<file path="config.mk">
export PLATFORM = sky130hd
export DESIGN_NAME = dram_calib_gate_flat
export DESIGN_NICKNAME = d
export VERILOG_FILES = /design/src/rtl/dram_calib_gate_if.sv /design/src/rtl/dram_calib_gate.sv /design/src/flat_wrapper.sv
export SDC_FILE = /design/constraint.sdc
export NUM_CORES = 1
export LEC_CHECK = 0
export CELL_PAD_IN_SITES_DETAIL_PLACEMENT = 1
export CELL_PAD_IN_SITES_GLOBAL_PLACEMENT = 1
export CORE_ASPECT_RATIO = 1.25
export CORE_MARGIN = 2
export CORE_UTILIZATION = 41
export CTS_BUF_LIST = sky130_fd_sc_hd__clkbuf_4 sky130_fd_sc_hd__clkbuf_8
export CTS_CLUSTER_SIZE = 40
export DETAILED_ROUTE_END_ITERATION = 6
export PLACE_DENSITY_LB_ADDON = 0.1
export REMOVE_ABC_BUFFERS = 1
export SYNTH_ARGS = -nofsm -noshare
export SYNTH_HDL_FRONTEND = slang
export SYNTH_SLANG_ARGS = --single-unit
</file>
<file path="constraint.sdc">
create_clock -name clk_i -period 3.2 [get_ports clk_i]
set_input_delay 0.64 -clock clk_i [delete_from_list [all_inputs] [get_ports clk_i]]
set_output_delay 0.64 -clock clk_i [all_outputs]
set_load 0.005 [all_outputs]
</file>
<file path="src/rtl/dram_calib_gate_if.sv">
// dram_calib_gate_if
// Handshake-only view of the AXI link that passes through dram_calib_gate.
// AXI payload fields never pass through this interface.
//   slv_* : upstream side (SoC-to-DRAM AXI register stage)
//   mst_* : downstream side (DDR3 memory controller)
//   B and R are monitored only. The gate observes them and never drives them.
// Modports:
//   slave  : the gate's view. It receives the *_i signals and drives the *_o signals.
//   master : the surrounding environment's view, with every direction reversed.
interface dram_calib_gate_if;
    logic slv_aw_valid_i;
    logic slv_aw_ready_o;
    logic mst_aw_valid_o;
    logic mst_aw_ready_i;
    logic slv_w_valid_i;
    logic slv_w_last_i;
    logic slv_w_ready_o;
    logic mst_w_valid_o;
    logic mst_w_ready_i;
    logic mst_b_valid_i;
    logic mst_b_ready_i;
    logic slv_ar_valid_i;
    logic slv_ar_ready_o;
    logic mst_ar_valid_o;
    logic mst_ar_ready_i;
    logic mst_r_valid_i;
    logic mst_r_last_i;
    logic mst_r_ready_i;

    modport slave (
        input  slv_aw_valid_i, mst_aw_ready_i,
        input  slv_w_valid_i, slv_w_last_i, mst_w_ready_i,
        input  mst_b_valid_i, mst_b_ready_i,
        input  slv_ar_valid_i, mst_ar_ready_i,
        input  mst_r_valid_i, mst_r_last_i, mst_r_ready_i,
        output slv_aw_ready_o, mst_aw_valid_o,
        output slv_w_ready_o, mst_w_valid_o,
        output slv_ar_ready_o, mst_ar_valid_o
    );

    modport master (
        output slv_aw_valid_i, mst_aw_ready_i,
        output slv_w_valid_i, slv_w_last_i, mst_w_ready_i,
        output mst_b_valid_i, mst_b_ready_i,
        output slv_ar_valid_i, mst_ar_ready_i,
        output mst_r_valid_i, mst_r_last_i, mst_r_ready_i,
        input  slv_aw_ready_o, mst_aw_valid_o,
        input  slv_w_ready_o, mst_w_valid_o,
        input  slv_ar_ready_o, mst_ar_valid_o
    );
endinterface

</file>
<file path="src/rtl/dram_calib_gate.sv">
// dram_calib_gate
// This block gates AXI AW/W/AR handshakes between the SoC-to-DRAM register stage and
// the DDR3 controller.
//   - New transactions are held off until the controller reports that calibration is done.
//   - The number of outstanding reads and writes is limited, per direction.
//   - When calibration drops or a flush is requested, in-flight traffic is drained.
// Gating uses only registered state and counters. It never depends on the valid inputs.
// Ports:
//   clk_i, rst_i      : DRAM UI clock and synchronous active-high reset
//   calib_done_i      : calibration complete, from the controller
//   flush_i           : request to drain and return to WAIT_CALIB
//   bus               : handshake signals (dram_calib_gate_if.slave)
//   state_o           : 0=WAIT_CALIB, 1=ACTIVE, 2=DRAIN
//   wr_cnt_o/rd_cnt_o : outstanding writes / reads
//   idle_o            : no outstanding writes, reads or pending W bursts
//   calib_timeout_o   : sticky flag, set after TimeoutCycles-1 cycles in WAIT_CALIB
//   err_unexpected_o  : sticky protocol error flag. The checking logic is built only when
//                       CHESHIRE_DRAM_GATE_CHECK_EN is defined. Otherwise the flag is tied to 0.
module dram_calib_gate #(
    parameter int unsigned MaxOutstanding = 8,
    parameter int unsigned TimeoutCycles  = 1048576,
    localparam int unsigned CntWidth      = $clog2(MaxOutstanding + 1)
) (
    input  logic                clk_i,
    input  logic                rst_i,
    input  logic                calib_done_i,
    input  logic                flush_i,
    dram_calib_gate_if.slave    bus,
    output logic [1:0]          state_o,
    output logic [CntWidth-1:0] wr_cnt_o,
    output logic [CntWidth-1:0] rd_cnt_o,
    output logic                idle_o,
    output logic                calib_timeout_o,
    output logic                err_unexpected_o
);

    localparam int unsigned TmrWidth = $clog2(TimeoutCycles);
    localparam logic [CntWidth-1:0] MaxCnt  = CntWidth'(MaxOutstanding);
    localparam logic [TmrWidth-1:0] TmrLast = TmrWidth'(TimeoutCycles - 1);
    localparam logic [TmrWidth-1:0] TmrArm  = TmrWidth'(TimeoutCycles - 2);

    typedef enum logic [1:0] {
        WAIT_CALIB = 2'd0,
        ACTIVE     = 2'd1,
        DRAIN      = 2'd2
    } state_e;

    state_e              state_q, state_d;
    logic [CntWidth-1:0] wr_cnt_q, wr_cnt_d;
    logic [CntWidth-1:0] rd_cnt_q, rd_cnt_d;
    logic [CntWidth:0]   w_pend_q, w_pend_d;
    logic [TmrWidth-1:0] tmr_q, tmr_d;
    logic                timeout_q, timeout_d;

    logic aw_allow, ar_allow, w_allow;
    logic aw_hs, ar_hs, w_last_hs, b_hs, r_last_hs;
    logic wr_dec, rd_dec, wp_dec;

    always_comb begin
        aw_allow = (state_q == ACTIVE) && (wr_cnt_q < MaxCnt);
        ar_allow = (state_q == ACTIVE) && (rd_cnt_q < MaxCnt);
        // W beats keep flowing outside ACTIVE while an accepted AW still needs its data.
        w_allow  = (state_q == ACTIVE) || (w_pend_q != '0);
    end

    assign bus.mst_aw_valid_o = bus.slv_aw_valid_i & aw_allow;
    assign bus.slv_aw_ready_o = bus.mst_aw_ready_i & aw_allow;
    assign bus.mst_w_valid_o  = bus.slv_w_valid_i  & w_allow;
    assign bus.slv_w_ready_o  = bus.mst_w_ready_i  & w_allow;
    assign bus.mst_ar_valid_o = bus.slv_ar_valid_i & ar_allow;
    assign bus.slv_ar_ready_o = bus.mst_ar_ready_i & ar_allow;

    always_comb begin
        aw_hs     = bus.slv_aw_valid_i & bus.mst_aw_ready_i & aw_allow;
        ar_hs     = bus.slv_ar_valid_i & bus.mst_ar_ready_i & ar_allow;
        w_last_hs = bus.slv_w_valid_i & bus.mst_w_ready_i & bus.slv_w_last_i & w_allow;
        b_hs      = bus.mst_b_valid_i & bus.mst_b_ready_i;
        r_last_hs = bus.mst_r_valid_i & bus.mst_r_ready_i & bus.mst_r_last_i;
        // A count of zero is never decremented. A decrement at zero is therefore ignored.
        wr_dec    = b_hs      && (wr_cnt_q != '0);
        rd_dec    = r_last_hs && (rd_cnt_q != '0);
        wp_dec    = w_last_hs && (w_pend_q != '0);
    end

    always_comb begin
        wr_cnt_d = wr_cnt_q;
        rd_cnt_d = rd_cnt_q;
        w_pend_d = w_pend_q;
        if (aw_hs && !wr_dec)      wr_cnt_d = wr_cnt_q + 1'b1;
        else if (!aw_hs && wr_dec) wr_cnt_d = wr_cnt_q - 1'b1;
        if (ar_hs && !rd_dec)      rd_cnt_d = rd_cnt_q + 1'b1;
        else if (!ar_hs && rd_dec) rd_cnt_d = rd_cnt_q - 1'b1;
        if (aw_hs && !wp_dec)      w_pend_d = w_pend_q + 1'b1;
        else if (!aw_hs && wp_dec) w_pend_d = w_pend_q - 1'b1;
    end

    always_comb begin
        state_d = state_q;
        unique case (state_q)
            WAIT_CALIB: if (calib_done_i && !flush_i)  state_d = ACTIVE;
            ACTIVE:     if (!calib_done_i || flush_i) state_d = DRAIN;
            DRAIN:      if (wr_cnt_q == '0 && rd_cnt_q == '0 && w_pend_q == '0)
                            state_d = WAIT_CALIB;
            default:    state_d = WAIT_CALIB;
        endcase
    end

    // The timer is held at zero outside WAIT_CALIB, so it starts from zero on every entry.
    // It saturates at TimeoutCycles-1.
    // The flag is armed one count early so that it rises together with the final count.
    always_comb begin
        tmr_d     = '0;
        timeout_d = timeout_q;
        if (state_q == WAIT_CALIB) begin
            tmr_d = (tmr_q == TmrLast) ? tmr_q : tmr_q + 1'b1;
            if (tmr_q == TmrArm) timeout_d = 1'b1;
        end
    end

    always_ff @(posedge clk_i) begin
        if (rst_i) begin
            state_q   <= WAIT_CALIB;
            wr_cnt_q  <= '0;
            rd_cnt_q  <= '0;
            w_pend_q  <= '0;
            tmr_q     <= '0;
            timeout_q <= 1'b0;
        end else begin
            state_q   <= state_d;
            wr_cnt_q  <= wr_cnt_d;
            rd_cnt_q  <= rd_cnt_d;
            w_pend_q  <= w_pend_d;
            tmr_q     <= tmr_d;
            timeout_q <= timeout_d;
        end
    end

`ifdef CHESHIRE_DRAM_GATE_CHECK_EN
    logic err_q, err_d;

    always_comb begin
        err_d = err_q;
        if (b_hs && wr_cnt_q == '0)                     err_d = 1'b1;
        if (r_last_hs && rd_cnt_q == '0)                err_d = 1'b1;
        if ((aw_hs || ar_hs) && state_q == WAIT_CALIB)  err_d = 1'b1;
    end

    always_ff @(posedge clk_i) begin
        if (rst_i) err_q <= 1'b0;
        else       err_q <= err_d;
    end

    assign err_unexpected_o = err_q;
`else
    assign err_unexpected_o = 1'b0;
`endif

    assign state_o         = state_q;
    assign wr_cnt_o        = wr_cnt_q;
    assign rd_cnt_o        = rd_cnt_q;
    assign idle_o          = (wr_cnt_q == '0) && (rd_cnt_q == '0) && (w_pend_q == '0);
    assign calib_timeout_o = timeout_q;

endmodule
</file>
<file path="src/flat_wrapper.sv">
// flat-port wrapper written by rule: the top's interface ports become plain ports
module dram_calib_gate_flat 
#(
    parameter int unsigned MaxOutstanding = 8,
    parameter int unsigned TimeoutCycles  = 1048576,
    localparam int unsigned CntWidth      = $clog2(MaxOutstanding + 1)
)
  (clk_i, rst_i, calib_done_i, flush_i, state_o, wr_cnt_o, rd_cnt_o, idle_o, calib_timeout_o, err_unexpected_o, bus_slv_aw_valid_i, bus_mst_aw_ready_i, bus_slv_w_valid_i, bus_slv_w_last_i, bus_mst_w_ready_i, bus_mst_b_valid_i, bus_mst_b_ready_i, bus_slv_ar_valid_i, bus_mst_ar_ready_i, bus_mst_r_valid_i, bus_mst_r_last_i, bus_mst_r_ready_i, bus_slv_aw_ready_o, bus_mst_aw_valid_o, bus_slv_w_ready_o, bus_mst_w_valid_o, bus_slv_ar_ready_o, bus_mst_ar_valid_o);
  dram_calib_gate_if bus_i ();
  input  logic clk_i;
  input  logic rst_i;
  input  logic calib_done_i;
  input  logic flush_i;
  output logic [1:0] state_o;
  output logic [CntWidth-1:0] wr_cnt_o;
  output logic [CntWidth-1:0] rd_cnt_o;
  output logic idle_o;
  output logic calib_timeout_o;
  output logic err_unexpected_o;
  input wire logic [$bits(bus_i.slv_aw_valid_i)-1:0] bus_slv_aw_valid_i;
  input wire logic [$bits(bus_i.mst_aw_ready_i)-1:0] bus_mst_aw_ready_i;
  input wire logic [$bits(bus_i.slv_w_valid_i)-1:0] bus_slv_w_valid_i;
  input wire logic [$bits(bus_i.slv_w_last_i)-1:0] bus_slv_w_last_i;
  input wire logic [$bits(bus_i.mst_w_ready_i)-1:0] bus_mst_w_ready_i;
  input wire logic [$bits(bus_i.mst_b_valid_i)-1:0] bus_mst_b_valid_i;
  input wire logic [$bits(bus_i.mst_b_ready_i)-1:0] bus_mst_b_ready_i;
  input wire logic [$bits(bus_i.slv_ar_valid_i)-1:0] bus_slv_ar_valid_i;
  input wire logic [$bits(bus_i.mst_ar_ready_i)-1:0] bus_mst_ar_ready_i;
  input wire logic [$bits(bus_i.mst_r_valid_i)-1:0] bus_mst_r_valid_i;
  input wire logic [$bits(bus_i.mst_r_last_i)-1:0] bus_mst_r_last_i;
  input wire logic [$bits(bus_i.mst_r_ready_i)-1:0] bus_mst_r_ready_i;
  output wire logic [$bits(bus_i.slv_aw_ready_o)-1:0] bus_slv_aw_ready_o;
  output wire logic [$bits(bus_i.mst_aw_valid_o)-1:0] bus_mst_aw_valid_o;
  output wire logic [$bits(bus_i.slv_w_ready_o)-1:0] bus_slv_w_ready_o;
  output wire logic [$bits(bus_i.mst_w_valid_o)-1:0] bus_mst_w_valid_o;
  output wire logic [$bits(bus_i.slv_ar_ready_o)-1:0] bus_slv_ar_ready_o;
  output wire logic [$bits(bus_i.mst_ar_valid_o)-1:0] bus_mst_ar_valid_o;
  assign bus_i.slv_aw_valid_i = bus_slv_aw_valid_i;
  assign bus_i.mst_aw_ready_i = bus_mst_aw_ready_i;
  assign bus_i.slv_w_valid_i = bus_slv_w_valid_i;
  assign bus_i.slv_w_last_i = bus_slv_w_last_i;
  assign bus_i.mst_w_ready_i = bus_mst_w_ready_i;
  assign bus_i.mst_b_valid_i = bus_mst_b_valid_i;
  assign bus_i.mst_b_ready_i = bus_mst_b_ready_i;
  assign bus_i.slv_ar_valid_i = bus_slv_ar_valid_i;
  assign bus_i.mst_ar_ready_i = bus_mst_ar_ready_i;
  assign bus_i.mst_r_valid_i = bus_mst_r_valid_i;
  assign bus_i.mst_r_last_i = bus_mst_r_last_i;
  assign bus_i.mst_r_ready_i = bus_mst_r_ready_i;
  assign bus_slv_aw_ready_o = bus_i.slv_aw_ready_o;
  assign bus_mst_aw_valid_o = bus_i.mst_aw_valid_o;
  assign bus_slv_w_ready_o = bus_i.slv_w_ready_o;
  assign bus_mst_w_valid_o = bus_i.mst_w_valid_o;
  assign bus_slv_ar_ready_o = bus_i.slv_ar_ready_o;
  assign bus_mst_ar_valid_o = bus_i.mst_ar_valid_o;
  dram_calib_gate #(.MaxOutstanding(MaxOutstanding), .TimeoutCycles(TimeoutCycles)) u_core (.clk_i(clk_i), .rst_i(rst_i), .calib_done_i(calib_done_i), .flush_i(flush_i), .bus(bus_i), .state_o(state_o), .wr_cnt_o(wr_cnt_o), .rd_cnt_o(rd_cnt_o), .idle_o(idle_o), .calib_timeout_o(calib_timeout_o), .err_unexpected_o(err_unexpected_o));
endmodule
</file>
Yosys cells after proc, flatten, opt, wreduce, memory -nomap -nowiden --
Index checks and enable logic that the tools add are counted.
Storage, ports and cells: memory bits (read-only) 0, register bits after elaboration 36, bits in writable memories 0, output and inout bits 19, latch bits 0, logic and storage cells 85, input port bits 16, memories 0
Operators by class: muxes and demuxes 10, add/sub/neg operators 7, bitwise gates (word level) 17, equality and inequality tests 7, magnitude comparators 2, reduce and logical (&&, ||, !) cells 36, div/mod/pow operators 0, shifts and indexed selects 0, multipliers 0
Operators with widths (count):
- $eq A20 B20 Y1 const B | 2
- $add A20 B1 Y20 const B | 1
- $and A1 B1 Y1 | 16
- $mux W4 | 4
- $logic_and A1 B1 Y1 | 14
- $mux W5 | 2
- $add A4 B1 Y4 const B | 2
- $logic_not A4 Y1 | 2
- $lt A4 B4 Y1 const B | 2
- $reduce_bool A4 Y1 | 2
- $sub A4 B1 Y4 const B | 2
- $logic_not A1 Y1 | 7
- $mux W2 | 3
- $pmux W2 S3 | 1
- $reduce_bool A2 Y1 | 3
- $add A5 B1 Y5 const B | 1
- $logic_not A5 Y1 | 1
- $reduce_bool A5 Y1 | 1
- $sub A5 B1 Y5 const B | 1
- $ne A2 B2 Y1 const B | 2
- $reduce_and A3 Y1 | 1
- $eq A2 B1 Y1 const B | 1
- $eq A2 B2 Y1 const B | 1
- $logic_not A2 Y1 | 1
- other kinds (5) | 6

Logic depth before layout (Yosys ltp) --
Gate-level depths: netlist of the first run.
depth after elaboration 7, mapped depth 11, mapped depth without buffers 11

Worst setup path before layout of the first run --
No wires, ideal clock.
path kind register -> register, start register u_core.w_pend_q[0], end register u_core.w_pend_q[4], clock period less this slack 2.615 ns, data required time 3.130 ns, cell stages (with the launch flop) 11, path buffers 0, library setup time 0.070 ns, arrival 2.545 ns, path slack 0.585 ns, cell sequence dfxtp_1 or4_1 o2111ai_1 ha_1 inv_1 fa_1 a21o_1 a21oi_1 xnor2_1 or3_1 a21oi_1
On the way: longest elaborated chain between the ends 7, elaborated cells between the ends (all ways) 12, classes of those cells add/sub (2); mux (2); bitwise (1); reduce/logical (7)
RTL lines:
- start: declaration | RTL line dram_calib_gate.sv:51 | logic [CntWidth:0] w_pend_q, w_pend_d;
- start signal: assignment | RTL line dram_calib_gate.sv:132 | w_pend_q <= w_pend_d;
- parallel branches: the longest is 7 deep, another holds $sub A5 B1 Y5
Several ways; the timed one is not identified. The select of a mux whose other input is x is not followed. A chain may end at the register's enable or synchronous reset.

Worst setup path after layout of the first run --
Same ends and word-level chain as after synthesis.

==> reports/results.tsv, run 1 <==
metric	value	unit
synthFlopType	dfxtp_1	
cp-start-kind	flip-flop	
first_pass_iters	4	
drcViolationCount	0	
drive_above_1_share	0.07925	
core-area	4800	sq um
cts_tree	built	
holdCritStartpoint	u_core.calib_timeout_o	
overflow	0	
routed_wl	4.724	mm
synth_cell_type_count	44	
finalNetCount	295	
grt_pass1_wl	8.473	mm
gp_routability_congestion	0.7203	
num_vias	1760	
fin_skew	8.506	ps
drtIter0Drc	56	
p_per_area	427.5	nW/um^2
synth-warning-count	0	
htree_levels	2	
die_h	83.34	um
worst_slack	299.9	ps
timing.hold.ws	484.8	ps
antenna_found_initial	0	
cts.sinks	36	
critPathRequiredTime	3420	ps
start_util	0.4301	
startpoint	u_core.w_pend_q[0]	
slew-limit-headroom	0.4743	
async_reset_ff_frac	0	
syn_to_final_growth	21.70	%
vias_per_cell	5.415	
port_buffers	33	
worst_slew_pin_slew	782.6	ps
grt_pass1_vias	1883	
numCtsBuffers	5	
fmax	0.3448	GHz
min_period	2900	ps
avgSynthCellArea	8.937	sq um
setup_viol	0	
dp_hpwl	3.658	mm
fp-row-count	28	
r2r_start	u_core.w_pend_q[0]	
clkLatencyLatePin	290	ps
grt_usage	0.1888	
pre_cts_ws	184.7	ps
post-cts-setup-buffers	0	
root_buffer	clkbuf_8	
final_common_cell	dfxtp_1	
io_pins	35	
diodes	0	
seq_area_frac_synth	0.3491	
setup_tns	0	ps
syn_inst	231	
arrival	3120	ps
holdBufCountCts	0	
ant_nets	0	
clkSlewWorstSetupHoldPaths	80	ps
synth_edf_count	0	
period_share	0.9063	
cts-resized-gates	0	
slew_viol_final	0	
final_cell_mix	dfxtp_1 (36), nor2_1 (34), clkdlybuf4s50_1 (33)	
maxCapViolCount	0	
hold_viol_final	0	
hold_path_class	flip-flop to flip-flop	
p_total	1.074	mW
ir_worst_vdd	238.2	uV
critPathMaxFanout	4	
end_kind	flip-flop	
worstSetupPathType	flip-flop to flip-flop	
grt_max_degree	18	
die_area	5623	sq um
wire_per_inst	14.54	um
fillCellCount	584	
outcome	finished, final reports clean	
synth_seq_cells	36	
leakage	1.010	nW
die_w	67.47	um
syn_area	2064	sq um
rsz0062_at_grt	false	
clk_path_buf_depth	2	
==> final cells by class <==
cell class | count | area [sq um] | share of cell area
clock buffers | 6 | 82.58 | 0.03287
multi-input cells | 182 | 1267 | 0.5045
well taps | 60 | 75.07 | 0.02988
repair buffers | 34 | 337.8 | 0.1345
flip-flops and latches | 36 | 720.7 | 0.2869
inverters | 5 | 18.77 | 0.007470
clock inverters | 2 | 10.01 | 0.003984
==> worst paths after layout <==
path                                  to  cells past startpoint  slack (ps)
setup / recovery      u_core.w_pend_q[4]                     10         300
hold / removal    u_core.calib_timeout_o                      2         480
setup reg to reg      u_core.w_pend_q[4]                     10         300
hold reg to reg   u_core.calib_timeout_o                      2         480
==> per-layer routing <==
| metal | share of wire | wire length [um] | GRT usage | vias to the layer above |
|---|---|---|---|---|
| met2 | 0.53 | 2510 | 0.3333 | 21 |
| met1 | 0.44 | 2069 | 0.2257 | 851 |
| met3 | 0.023 | 110 | 0.03930 | 5 |
| met5 | 0 | 0 | 0 | - |
| met4 | 0.0072 | 34 | 0.04453 | 0 |
| li1 | - | - | - | 883 |
==> where the power goes <==
group	switching [mW]	internal, mW
clock network	0.164	0.172
registers	0.0286	0.468
logic	0.102	0.139
total	0.295	0.779
==> logic make-up (layout without fill, tap and decap cells) <==
logic type | Yosys count | after routing | synth area share
simple gates | 99 | 99 | 0.2776
compound gates | 41 | 41 | 0.1200
flops | 36 | 36 | 0.3491
xor+xnor | 22 | 22 | 0.09333
fa+ha+maj | 15 | 15 | 0.1018
buf+inv | 13 | 47 | 0.03697
mux | 4 | 4 | 0.01939
other cells | 1 | 1 | 0.001816
==> state kept, by name (all words and copies together) (netlist names) <==
name                    cells
u_core.tmr_q               20
u_core.w_pend_q             5
u_core.calib_timeout_o      1
u_core.wr_cnt_o             4
u_core.state_o              2
u_core.rd_cnt_o             4
==> per-stage QoR <==
step / area [sq um] / utilization / instances
floorplan: 2007 / - / 223
CTS: 2512 / 0.5235 / 325
detailed placement: 2420 / 0.5042 / 317
global route: 2512 / 0.5235 / 325
finish: 2512 / 0.5235 / 325
global placement: 2420 / 0.5042 / 317
==> worst max-delay path: stages, from the launching register on <==
cell and delay (ps):
dfxtp_1 360, or4_1 580, o2111ai_1 230, ha_1 220, inv_1 110, fa_1 420
a21o_1 180, a21oi_1 180, xnor2_1 100, or3_1 310, a21oi_1 140
==> cells in the mapped netlist, types with 2 or more instances <==
master | count | share of area
a211oi_1 | 2 | 0.0073
a21o_1 | 4 | 0.015
a21oi_1 | 20 | 0.048
a31oi_1 | 4 | 0.012
and2_1 | 7 | 0.021
and3_1 | 6 | 0.018
and4_1 | 2 | 0.0085
buf_6 | 3 | 0.016
clkbuf_1 | 3 | 0.0055
dfxtp_1 | 36 | 0.35
fa_1 | 3 | 0.029
ha_1 | 12 | 0.073
inv_1 | 5 | 0.0091
mux2i_1 | 4 | 0.019
nand2_1 | 10 | 0.018
nand2b_1 | 3 | 0.0091
nand3_1 | 5 | 0.012
nand4_1 | 6 | 0.018
nor2_1 | 34 | 0.062
nor3_1 | 7 | 0.017
nor4_1 | 3 | 0.0091
nor4_4 | 2 | 0.021
o21ai_0 | 6 | 0.015
or3_1 | 4 | 0.012
xnor2_1 | 18 | 0.076
xor2_1 | 4 | 0.017
No activity file was read; power rests on OpenSTA's default activity.
==> run 2, diff against run 1 <==
--- a/config.mk
+++ b/config.mk
@@ -5,15 +5,13 @@
 export SDC_FILE = /design/constraint.sdc
 export NUM_CORES = 1
 export LEC_CHECK = 0
-export CELL_PAD_IN_SITES_DETAIL_PLACEMENT = 1
-export CELL_PAD_IN_SITES_GLOBAL_PLACEMENT = 1
 export CORE_ASPECT_RATIO = 1.25
 export CORE_MARGIN = 2
-export CORE_UTILIZATION = 41
+export CORE_UTILIZATION = 55
 export CTS_BUF_LIST = sky130_fd_sc_hd__clkbuf_4 sky130_fd_sc_hd__clkbuf_8
 export CTS_CLUSTER_SIZE = 40
 export DETAILED_ROUTE_END_ITERATION = 6
-export PLACE_DENSITY_LB_ADDON = 0.1
+export PLACE_DENSITY = 0.82
 export REMOVE_ABC_BUFFERS = 1
 export SYNTH_ARGS = -nofsm -noshare
 export SYNTH_HDL_FRONTEND = slang
==> run 2 against run 1 <==
Against the previous run: count of clock-buffer cells in the layout is 2 higher; global-route usage up 2.4 points; critical path type unchanged; routed wire length decreased by 15%.
==> reports/results.tsv, run 2 (same netlist as run 1, synthesis figures left out) <==
metric	value	unit	change
path_buf_inv	1		unchanged
critPathMaxStageDelay	550	ps	-30 ps
post-cts-setup-buffers	0		unchanged
combPwrFrac	0.217		-0.008
hold_viol_final	0		unchanged
p_switching	0.2814	mW	-4.6%
drtIter0Drc	58		+3.6%
routed_wl	4.015	mm	-15%
rr_endpoint	u_core.w_pend_q[4]		
holdCritStartpoint	u_core.calib_timeout_o		
ff2ff_path_depth	10		unchanged
syn_to_final_growth	20.67	%	
leakage	1.011	nW	+0.14%
wire_per_inst	13.21	um	-9.1%
pre_cts_ws	220.3	ps	+35.59 ps
ir_worst_vdd	291.1	uV	+22%
grt_pass1_wl	7.134	mm	-16%
holdBufCountCts	0		unchanged
die_area	4263	sq um	-24%
io_pins	35		unchanged
ant_nets	0		unchanged
min_path_cells	2		unchanged
worstSetupPathType	flip-flop to flip-flop		
fp-row-count	24		-14%
maxCapViolCount	0		unchanged
outcome	finished, final reports clean		
arrival	3020	ps	-100 ps
final_cell_mix	dfxtp_1 (36), nor2_1 (34), clkdlybuf4s50_1 (33)		
dp_hpwl	3.027	mm	-17%
gp_routability_congestion	0.7846		+8.9%
vias_per_cell	5.612		+3.6%
postLayoutCoreUtil	0.7030		+0.1796
grt_usage	0.2132		+0.02445
slowest_stage	or4_1		
antenna_found_initial	0		unchanged
dpl_cell_area	2394	sq um	-1.1%
pwr-share-clk	0.323		+0.010
cp-start-kind	flip-flop		
setup_viol	0		unchanged
final_common_cell	dfxtp_1		
first_pass_iters	4		unchanged
grt_max_degree	19		+1
root_buffer	clkbuf_8		
worst_slew_pin_slew	723.2	ps	-59.41 ps
drive_above_1_share	0.07925		unchanged
hold_path_class	flip-flop to flip-flop		
slew_viol_final	0		unchanged
top_register	u_core.tmr_q		
overflow	0		unchanged
die_h	72.50	um	-13%
seqPwrFrac	0.460		-0.003
fin_skew	8.221	ps	-0.2856 ps
port_buffers	33		unchanged
reg_top3	u_core.tmr_q: 20 flops, u_core.w_pend_q: 5 flops		
end_kind	flip-flop		
design_area	2491	sq um	-0.85%
min_period	2804	ps	-96.41 ps
rsz0062_at_grt	false		
crit_family	simple AND/OR/NAND/NOR gates		
p_per_area	433.9	nW/um^2	+1.5%
crit_chain	or4_1 > o2111ai_1 > ha_1 > inv_1 > fa_1 > a21o_1 > a21oi_1 > xnor2_1 > or3_1 > a21oi_1		
die_w	58.80	um	-13%
p_int	0.7995	mW	+2.6%
reg2reg_slack	400	ps	+100 ps
fmax	0.3567	GHz	+3.4%
critPathMaxFanout	4		unchanged
htree_levels	2		unchanged
drcViolationCount	0		unchanged
clkSlewWorstSetupHoldPaths	70	ps	about the same
diodes	0		unchanged
grt_pass1_vias	1659		-12%
r2r_start	u_core.w_pend_q[0]		
cts-resized-gates	0		unchanged
clkLatencyLatePin	290	ps	about the same
cpMostUsedCell	a21oi_1		
core-area	3543	sq um	-26%
clk_path_buf_depth	2		unchanged
critPathRequiredTime	3420	ps	about the same
period_share	0.8761		-0.03013
largest_reg_flops	20		unchanged
cts_tree	built		
start_util	0.5826		+0.1525
worst_slack	396.4	ps	+96.41 ps
power.share.switching	0.2603		-0.01425
min_to	u_core.calib_timeout_o		
setup_tns	0	ps	unchanged
cts.sinks	36		unchanged
slew-limit-headroom	0.5142		+0.03990
numCtsBuffers	5		unchanged
num_vias	1706		-3.1%
finalNetCount	295		unchanged
## run 2: power groups by stage
stage / Sequential, mW / Clock [mW] / Combinational [mW]
after global placement: 0.506 / 0 / 0.231
final: 0.497 / 0.349 / 0.235
after CTS: 0.497 / 0.356 / 0.238
after detailed placement: 0.506 / 0 / 0.235
after floorplan: 0.502 / 0 / 0.135
after global routing: 0.501 / 0.373 / 0.268
## run 2: per-stage QoR
step	instances	hold slack, ps	total power [mW]
2_1_floorplan	223	457.0	0.6372
3_5_place_dp	296	470.5	0.7419
6_report	304	498.5	1.081
4_1_cts	304	498.4	1.091
3_3_place_gp	296	466.8	0.7375
5_1_grt	304	544.1	1.141
## run 2: tightest hold or removal path, stage by stage, from the launching register on
cell     delay [ps]
dfxtp_1         340
a41oi_1          50
nor2_1           80
## run 2: routing by layer
layer | vias to the layer above | routed length [um] | global-route usage
met2 | 34 | 1950 | 0.3605
met5 | - | 0 | 0
met1 | 784 | 1864 | 0.2626
met4 | 0 | 39 | 0.05303
met3 | 5 | 161 | 0.06417
li1 | 883 | - | -
## run 2: final cells by class
cell class,instances,area (sq um)
multi-input combinational,182,1267
sequential,36,720.7
inverter,5,18.77
tap,39,48.80
timing repair buffer,34,337.8
clock buffer,8,97.59
fill,288,1052
## run 2: how the worst max path moves through the flow
stage | from | end | slack, ps | cells after the start
global placement | bus_mst_aw_ready_i | u_core.w_pend_q[4] | 330 | 10
finish | u_core.w_pend_q[0] | u_core.w_pend_q[4] | 400 | 10
global route | u_core.w_pend_q[0] | u_core.w_pend_q[4] | 190 | 10
CTS | u_core.w_pend_q[0] | u_core.w_pend_q[4] | 390 | 10
floorplan | u_core.w_pend_q[0] | u_core.w_pend_q[4] | 590 | 10
detailed placement | bus_mst_aw_ready_i | u_core.w_pend_q[4] | 220 | 10
